## config.mk

```make
export PLATFORM = sky130hd
export DESIGN_NAME = tpu_job_sequencer
export DESIGN_NICKNAME = d
export VERILOG_FILES = /design/src/rtl/tpu_job_sequencer.sv
export SDC_FILE = /design/constraint.sdc
export NUM_CORES = 1
export LEC_CHECK = 0
export BUFFER_PORTS_ARGS = -buffer_cell sky130_fd_sc_hd__buf_2
export CORE_AREA = 5 5 109 111
export CTS_CLUSTER_SIZE = 40
export DETAILED_ROUTE_END_ITERATION = 6
export DIE_AREA = 0 0 114 116
export PLACE_DENSITY = 0.78
export SYNTH_ARGS = -nofsm -noshare
export SYNTH_HDL_FRONTEND = slang
export SYNTH_SLANG_ARGS = --single-unit
```

## constraint.sdc

```tcl
create_clock -name clk -period 2.1 [get_ports clk]
set_input_delay 0.21 -clock clk [delete_from_list [all_inputs] [get_ports clk]]
set_output_delay 0.21 -clock clk [all_outputs]
set_load 0.02 [all_outputs]
```

## src/rtl/tpu_job_sequencer.sv

```systemverilog
// Job sequencer in front of the tpuv1 matrix unit.
// Streams A and B operand rows onto the TPU bus, optionally zeroes C, fires the
// start command, waits out the systolic run, and returns C half-rows on a
// valid/ready result stream.
module tpu_job_sequencer #(
   parameter int DIM      = 8,
   parameter int DATAW    = 64,
   parameter int ADDRW    = 16,
   parameter int WAIT_CYC = 3 * DIM,
   parameter int RD_LAT   = 1
) (
   input  logic             clk,
   input  logic             rst_n,
   input  logic             job_start_i,
   input  logic             job_clear_c_i,
   output logic             busy_o,
   output logic             job_done_o,
   input  logic             in_valid_i,
   output logic             in_ready_o,
   input  logic [DATAW-1:0] in_data_i,
   output logic             out_valid_o,
   input  logic             out_ready_i,
   output logic [DATAW-1:0] out_data_o,
   output logic             tpu_r_w_o,
   output logic [ADDRW-1:0] tpu_addr_o,
   output logic [DATAW-1:0] tpu_din_o,
   input  logic [DATAW-1:0] tpu_dout_i
);

   localparam int KW = (DIM > 1) ? $clog2(DIM) : 1;
   localparam int JW = $clog2(2 * DIM);
   localparam int WW = (WAIT_CYC > 0) ? $clog2(WAIT_CYC + 1) : 1;
   localparam int RW = (RD_LAT > 0) ? $clog2(RD_LAT + 1) : 1;

   localparam logic [ADDRW-1:0] A_BASE = ADDRW'(16'h0100);
   localparam logic [ADDRW-1:0] B_BASE = ADDRW'(16'h0200);
   localparam logic [ADDRW-1:0] C_BASE = ADDRW'(16'h0300);
   localparam logic [ADDRW-1:0] START_ADDR = ADDRW'(16'h0400);

   typedef enum logic [2:0] {
      S_IDLE,
      S_LOAD_A,
      S_LOAD_B,
      S_CLR_C,
      S_START,
      S_WAIT,
      S_READ_C,
      S_DONE
   } state_t;

   state_t           state_q;
   logic [KW-1:0]    k_q;
   logic [JW-1:0]    j_q;
   logic [WW-1:0]    wait_q;
   logic [RW-1:0]    rd_q;
   logic             clear_c_q;
   logic             out_valid_q;
   logic [DATAW-1:0] out_data_q;

   logic             in_hs;
   logic [ADDRW-1:0] k_off;
   logic [ADDRW-1:0] j_off;

   // Operand words are only taken while loading A or B; rows are 8 bytes apart.
   assign in_ready_o  = (state_q == S_LOAD_A) || (state_q == S_LOAD_B);
   assign in_hs       = in_valid_i && in_ready_o;
   assign k_off       = ADDRW'(k_q) << 3;
   assign j_off       = ADDRW'(j_q) << 3;
   assign busy_o      = (state_q != S_IDLE) && (state_q != S_DONE);
   assign job_done_o  = (state_q == S_DONE);
   assign out_valid_o = out_valid_q;
   assign out_data_o  = out_data_q;

   // Job sequencing: state, row counters, wait timer and result capture.
   always_ff @(posedge clk or negedge rst_n) begin
      if (!rst_n) begin
         state_q     <= S_IDLE;
         k_q         <= '0;
         j_q         <= '0;
         wait_q      <= '0;
         rd_q        <= '0;
         clear_c_q   <= 1'b0;
         out_valid_q <= 1'b0;
         out_data_q  <= '0;
      end else begin
         case (state_q)
            S_IDLE: begin
               if (job_start_i) begin
                  clear_c_q <= job_clear_c_i;
                  k_q       <= '0;
                  state_q   <= S_LOAD_A;
               end
            end
            S_LOAD_A: begin
               if (in_hs) begin
                  if (k_q == KW'(DIM - 1)) begin
                     k_q     <= '0;
                     state_q <= S_LOAD_B;
                  end else begin
                     k_q <= k_q + 1'b1;
                  end
               end
            end
            S_LOAD_B: begin
               if (in_hs) begin
                  if (k_q == KW'(DIM - 1)) begin
                     k_q     <= '0;
                     j_q     <= '0;
                     state_q <= clear_c_q ? S_CLR_C : S_START;
                  end else begin
                     k_q <= k_q + 1'b1;
                  end
               end
            end
            S_CLR_C: begin
               if (j_q == JW'(2 * DIM - 1)) begin
                  j_q     <= '0;
                  state_q <= S_START;
               end else begin
                  j_q <= j_q + 1'b1;
               end
            end
            S_START: begin
               wait_q  <= WW'(WAIT_CYC - 1);
               state_q <= S_WAIT;
            end
            S_WAIT: begin
               if (wait_q == '0) begin
                  j_q         <= '0;
                  rd_q        <= '0;
                  out_valid_q <= 1'b0;
                  state_q     <= S_READ_C;
               end else begin
                  wait_q <= wait_q - 1'b1;
               end
            end
            S_READ_C: begin
               // The read address stays put until its word has been handed off.
               if (out_valid_q) begin
                  if (out_ready_i) begin
                     out_valid_q <= 1'b0;
                     rd_q        <= '0;
                     if (j_q == JW'(2 * DIM - 1)) begin
                        j_q     <= '0;
                        state_q <= S_DONE;
                     end else begin
                        j_q <= j_q + 1'b1;
                     end
                  end
               end else if (rd_q == RW'(RD_LAT)) begin
                  out_data_q  <= tpu_dout_i;
                  out_valid_q <= 1'b1;
               end else begin
                  rd_q <= rd_q + 1'b1;
               end
            end
            S_DONE: begin
               state_q <= S_IDLE;
            end
            default: begin
               state_q <= S_IDLE;
            end
         endcase
      end
   end

   // TPU bus drive: operand writes pass straight through, everything else follows state.
   always_comb begin
      tpu_r_w_o  = 1'b0;
      tpu_addr_o = '0;
      tpu_din_o  = '0;
      case (state_q)
         S_LOAD_A: begin
            if (in_hs) begin
               tpu_r_w_o  = 1'b1;
               tpu_addr_o = A_BASE + k_off;
               tpu_din_o  = in_data_i;
            end
         end
         S_LOAD_B: begin
            if (in_hs) begin
               tpu_r_w_o  = 1'b1;
               tpu_addr_o = B_BASE + k_off;
               tpu_din_o  = in_data_i;
            end
         end
         S_CLR_C: begin
            tpu_r_w_o  = 1'b1;
            tpu_addr_o = C_BASE + j_off;
         end
         S_START: begin
            tpu_r_w_o  = 1'b1;
            tpu_addr_o = START_ADDR;
         end
         S_READ_C: begin
            tpu_addr_o = C_BASE + j_off;
         end
         default: begin
         end
      endcase
   end

endmodule

```

; ---- Word-level counts from Yosys, hierarchy flattened
; Index checks and enable logic that the tools add are counted.
[op_classes]
n_addsub = 7
eq_ne = 23
n_mux = 41
bitwise_logic = 1
n_reduce_logical = 21
[ops]
columns = operator, n
row1 = 64-bit 2-to-1 mux, 2
row2 = 11-bit one-hot mux with 4 select lines, 1
row3 = 3-bit 2-to-1 mux, 14
row4 = 4-bit 2-to-1 mux, 6
row5 = 3-bit one-hot mux with 8 select lines, 1
row6 = "2-bit != test, second input constant", 9
row7 = 4-bit one-hot mux with 4 select lines, 1
row8 = "3-bit == test, second input constant", 5
row9 = "10-bit by 6-bit adder with 11-bit output, first input constant", 1
row10 = "10-bit by 7-bit adder with 11-bit output, first input constant", 1
row11 = 11-bit 2-to-1 mux, 1
row12 = "9-bit by 6-bit adder with 10-bit output, first input constant", 1
row13 = 10-bit 2-to-1 mux, 1
row14 = 5-bit one-hot mux with 2 select lines, 1
row15 = 10-bit AND reduction, 1
row16 = 3-bit AND reduction, 3
row17 = 1-bit 2-to-1 mux, 8
row18 = "3-bit by 2-bit == test with 1-bit output, second input constant", 2
row19 = "2-bit by 1-bit != test with 1-bit output, second input constant", 3
row20 = "3-bit != test, second input constant", 2
row21 = 1-bit one-hot mux with 2 select lines, 3
row22 = 3-bit one-hot mux with 2 select lines, 1
row23 = 2-bit AND reduction, 3
row24 = 6-bit AND reduction, 1
row25 = 16 further kinds, 21
[totals]
ff_bits = 82
input_bits = 134
output_inout_bits = 149
word_cells = 101

; ---- Logic depth before layout (Yosys ltp)
[logic_depth]
word_depth = 5
mapped_depth = 7
ltp_nobuf = 6

; ---- Worst setup path after synthesis
; OpenSTA, ideal clock, no wires.
[synth_timing]
path_type = register to output
startpoint = reg state_q[1]
endpoint = out tpu_din_o[46]
arrival_ns = 1.595
setup_slack_ns = 0.295
stages_incl_launch_ff = 7
path_cell_list = dfrtp_1 -> buf_6 -> or2b_2 -> a21oi_2 -> buf_6 -> clkbuf_2 -> and3_1
[synth_via]
elab_chain_cells = 5
elab_cells_between_ends = 7
cone_classes = eq/ne: 2 / mux: 2 / reduce/logical: 3
[synth_rtl]
columns = item, line_no
row1 = from (decl), 51  ; state_t state_q;
row2 = from (signal assigned), 109  ; state_q <= clear_c_q ? S_CLR_C : S_START;
row3 = 3-bit by 1-bit == test with 1-bit output or 3-bit by 2-bit == test with 1-bit output (tied branches), "65, 172"
row4 = 1-bit logical OR, 65  ; assign in_ready_o = (state_q == S_LOAD_A) || (state_q == S_LOAD_B);
row5 = 1-bit logical AND, 66  ; assign in_hs = in_valid_i && in_ready_o;
row6 = 64-bit 2-to-1 mux, "174, 181"
row7 = 64-bit 2-to-1 mux (*), -
row8 = to (decl), 26  ; output logic [DATAW-1:0] tpu_din_o,
; Every way passes the cells marked *; elsewhere a longest branch is shown, timed or not.

; ---- Worst setup path in the final report
[layout_timing]
startpoint = reg state_q[1]
endpoint = out tpu_din_o[20]
; Same word-level chain as after synthesis.

==> metrics.md <==
| Metric | Value |
|---|---|
| Commonest non-fill, non-tap cell in the layout | `buf_2` |
| Initial Util | `0.392` |
| Placed insts | `754` |
| Outcome | `complete, but fails checks` |
| Ant. Diodes | `0` |
| Critical Path AT | `between 1.5 and 2 ns` |
| Most frequent cells in the layout | `231 x buf_2, 80 x dfrtp_1, 67 x mux2_2, 53 x and3_1, 36 x buf_6` |
| Initial drt markers | `~190` |
| H-tree levels | `3` |
| Area grow syn2layout | `50.5%` |
| Rel. slew slack | `0.656` |
| Synthesis-stage register bit count | `just over 80` |
| CP required | `approximately 1.9 ns` |
| Routed len/inst | `roughly 18 um` |
| FF/Latch Area | `2050 sq um` |
| Non-Filler Instances | `around 780` |
| Global-route wire length before repair | `~20,000 um` |
| Fill cells | `a little under 900` |
| Num CTS Buffers | `9` |
| Register area share after synthesis | `0.489` |
| HPWL after DPL | `10,200 um` |
| Clock sinks | `82` |
| Async set-or-reset flop fraction in the synthesized netlist | `1.00` |
| Fin nets | `between 700 and 800` |
| Leak pwr | `about 3.4 nW` |
| Final hold vios | `0` |
| Die W | `roughly 110 um` |
| EDFF count, synth | `0` |
| WP buf/inv | `3` |
| Sum Neg Setup Slack | `-0.00278 ns` |
| CP Cell Sequence | `or2b_4, a21oi_4, buf_6, buf_16, and3_1, buf_6` |
| Cell count after synthesis | `358` |
| Max-cap violations | `0` |
| Worst path max stage delay | `about 0.42 ns` |
| Drt pass-1 iters | `4` |
| Slew Limit Fails | `0` |
| CTS root buf | `clkbuf_8` |
| Max Fclk | `between 0.4 and 0.5 GHz` |
| Later-pin clock latency in the skew report | `roughly 0.35 ns` |
| Design Power | `approximately 0.0088 W` |
| Design Area, Final | `about 6300 sq um` |
| Core Box Area | `10,700 sq um` |
| Slowest CP cell | `dfrtp_1` |
| Clk slew on worst S/H paths | `0.10 ns` |
| Post-route ant nets | `0` |
| CTS tree | `done` |
| Critical path peak fanout | `16` |
| CP top delay family | `simple AND/OR/NAND/NOR gates` |
| Final setup fails | `1` |
| Die H | `116 um` |
| CP endpoint kind | `primary output` |
| Multi-input gate area | `1980 sq um` |
| Clock Tree Buf Depth | `2` |
| DRC violations left | `0` |
| Worst Hold Class | `input pin to flip-flop` |
| IO Count | `~280` |
| Initial antenna violation count | `0` |
| Clk_skew | `approximately 0.010 ns` |
| CP Class | `flip-flop to primary output` |
| Top FF cell, synth | `dfrtp_1` |
| Startpoint types | `flip-flop` |
| Synth Area per Inst | `approximately 12 sq um` |
| Placer Congestion | `approximately 0.81` |
| Tcrit/Tclk final | `1.00` |
| Largest net degree at the start of global routing | `69` |
| Failing checks | `negative setup slack` |
| Dpl ws | `approximately 0.20 ns` |
| Total grt overflow | `0` |
| Rows | `38` |
| Synth cell types | `between 40 and 50` |
| Worst slew pin tran | `0.516 ns` |
| Max VDD drop | `~0.78 mV` |
| Placed instance area | `approximately 5600 sq um` |
| Yosys warnings | `0` |
| Vias in the first global route | `roughly 3,900` |
| Via density | `approximately 5.0` |
| Via Count | `3,902` |
| Most common cell on crit path | `buf_6` |
| Layout cell share with drive strength beyond 1 | `0.638` |
| Synthesized area | `roughly 4200 sq um` |
| Min Tclk post-route | `about 2.1 ns` |
| IO Port Bufs | `between 200 and 300` |
| Gr usage total | `0.188` |
| PnR worst setup slack | `-0.00278 ns` |
| Pwr Density | `roughly 1400 nW/um^2` |
| Die Area | `between 10,000 and 15,000 sq um` |
| Routed WL | `about 14,000 um` |
| RSZ-0062 raised after global routing | `yes` |
-- synth_stat cells (4+ instances only) --
library cell	n	area (sq um)
nor3_1	7	35.0
mux2_2	67	754
dfrtp_1	82	2050
clkbuf_1	13	48.8
o21ai_0	4	20.0
nor2_1	8	30.0
and3_1	66	413
ha_1	4	50.1
inv_1	7	26.3
nand2_1	13	48.8
buf_4	9	67.6
a21oi_1	5	25.0
nor2b_1	6	37.5
buf_6	9	101
a22o_1	4	35.0
nand2b_1	4	25.0
-- stage by stage --
step | utilization | hold slack (ns)
after floorplan | - | -0.0856
after global placement | 0.527 | 0.202
after detailed placement | 0.527 | 0.216
after CTS | 0.558 | 0.0626
after global routing | 0.590 | 0.0616
final | 0.590 | 0.0836
-- state kept, by name, indices dropped and copies added, names as in the netlist --
signal       flops
state_q          3
rd_q             1
out_valid_o      1
out_data_o      64
k_q              3
wait_q           5
clear_c_q        1
j_q              4
-- report_power, final --
part | total, W | switching [W] | leakage [nW] | internal, W
Sequential | 0.00282 | 0.000466 | 0.958 | 0.00235
Combinational | 0.00480 | 0.00268 | 2.33 | 0.00212
Clock | 0.00118 | 0.000612 | 0.104 | 0.000572
Total | 0.00880 | 0.00375 | 3.39 | 0.00505
-- routing by layer --
| metal | up-vias | GRT usage | routed length, um |
|---|---|---|---|
| li1 | 1822 | - | - |
| met1 | 1909 | 0.246 | 5450 |
| met2 | 152 | 0.313 | 7430 |
| met3 | 19 | 0.0418 | 904 |
| met4 | 0 | 0.0594 | 228 |
| met5 | - | 0 | 0 |
-- cell type report --
cell class / count / area share
clock buffers: 9 / 0.0196
well taps: 140 / 0.0278
clock inverters: 7 / 0.0131
multi-input cells: 240 / 0.313
repair buffers: 296 / 0.297
flip-flops and latches: 82 / 0.325
inverters: 7 / 0.00416
-- worst reg2reg max path, stage by stage (launching register included) --
cell      delay [ns]
dfrtp_2         0.42
buf_4           0.16
buf_4           0.18
nor2b_1         0.25
a211oi_1        0.11
a211oi_2        0.36
mux2_2          0.38
-- final timing paths --
check	slack [ns]	to	cells past startpoint	start
max reg2reg	0.13	k_q[0]$_DFFE_PN0P_	6	state_q[0]$_DFFE_PN0P_
min reg2reg	0.50	out_data_o[52]$_DFFE_PN0P_	1	out_data_o[52]$_DFFE_PN0P_
max	-0.003	tpu_din_o[20]	6	state_q[1]$_DFFE_PN0P_
min	0.08	out_data_o[4]$_DFFE_PN0P_	2	tpu_dout_i[4]
min in group asynchronous	0.38	out_data_o[12]$_DFFE_PN0P_	2	rst_n
max in group asynchronous	1.09	state_q[2]$_DFFE_PN0P_	3	rst_n
-- kinds of logic (layout without fill, tap and decap cells) --
| family | count (synthesis) | in the layout | share of synthesized area |
|---|---|---|---|
| buffers and inverters | 44 | 319 | 0.0695 |
| other | 1 | 9 | 0.000894 |
| XOR/XNOR | 3 | 3 | 0.00627 |
| adder cells (fa/ha/maj) | 4 | 4 | 0.0119 |
| flip-flops | 82 | 82 | 0.489 |
| AND/OR/NAND/NOR | 123 | 123 | 0.177 |
| AO/OA/AOI/OAI | 31 | 31 | 0.0579 |
| multiplexers | 70 | 70 | 0.187 |
-- timing repair --
action | CTS | global route
hold endpoints to repair | 38 | 0
setup endpoints to repair | 69 | 71
pin swaps | 1 | 13
setup buffers | 5 | 2
hold buffers | 1 | 0
resized for setup | 10 | 93
cloned | 2 | 2
(Power assumes the default switching activity.)
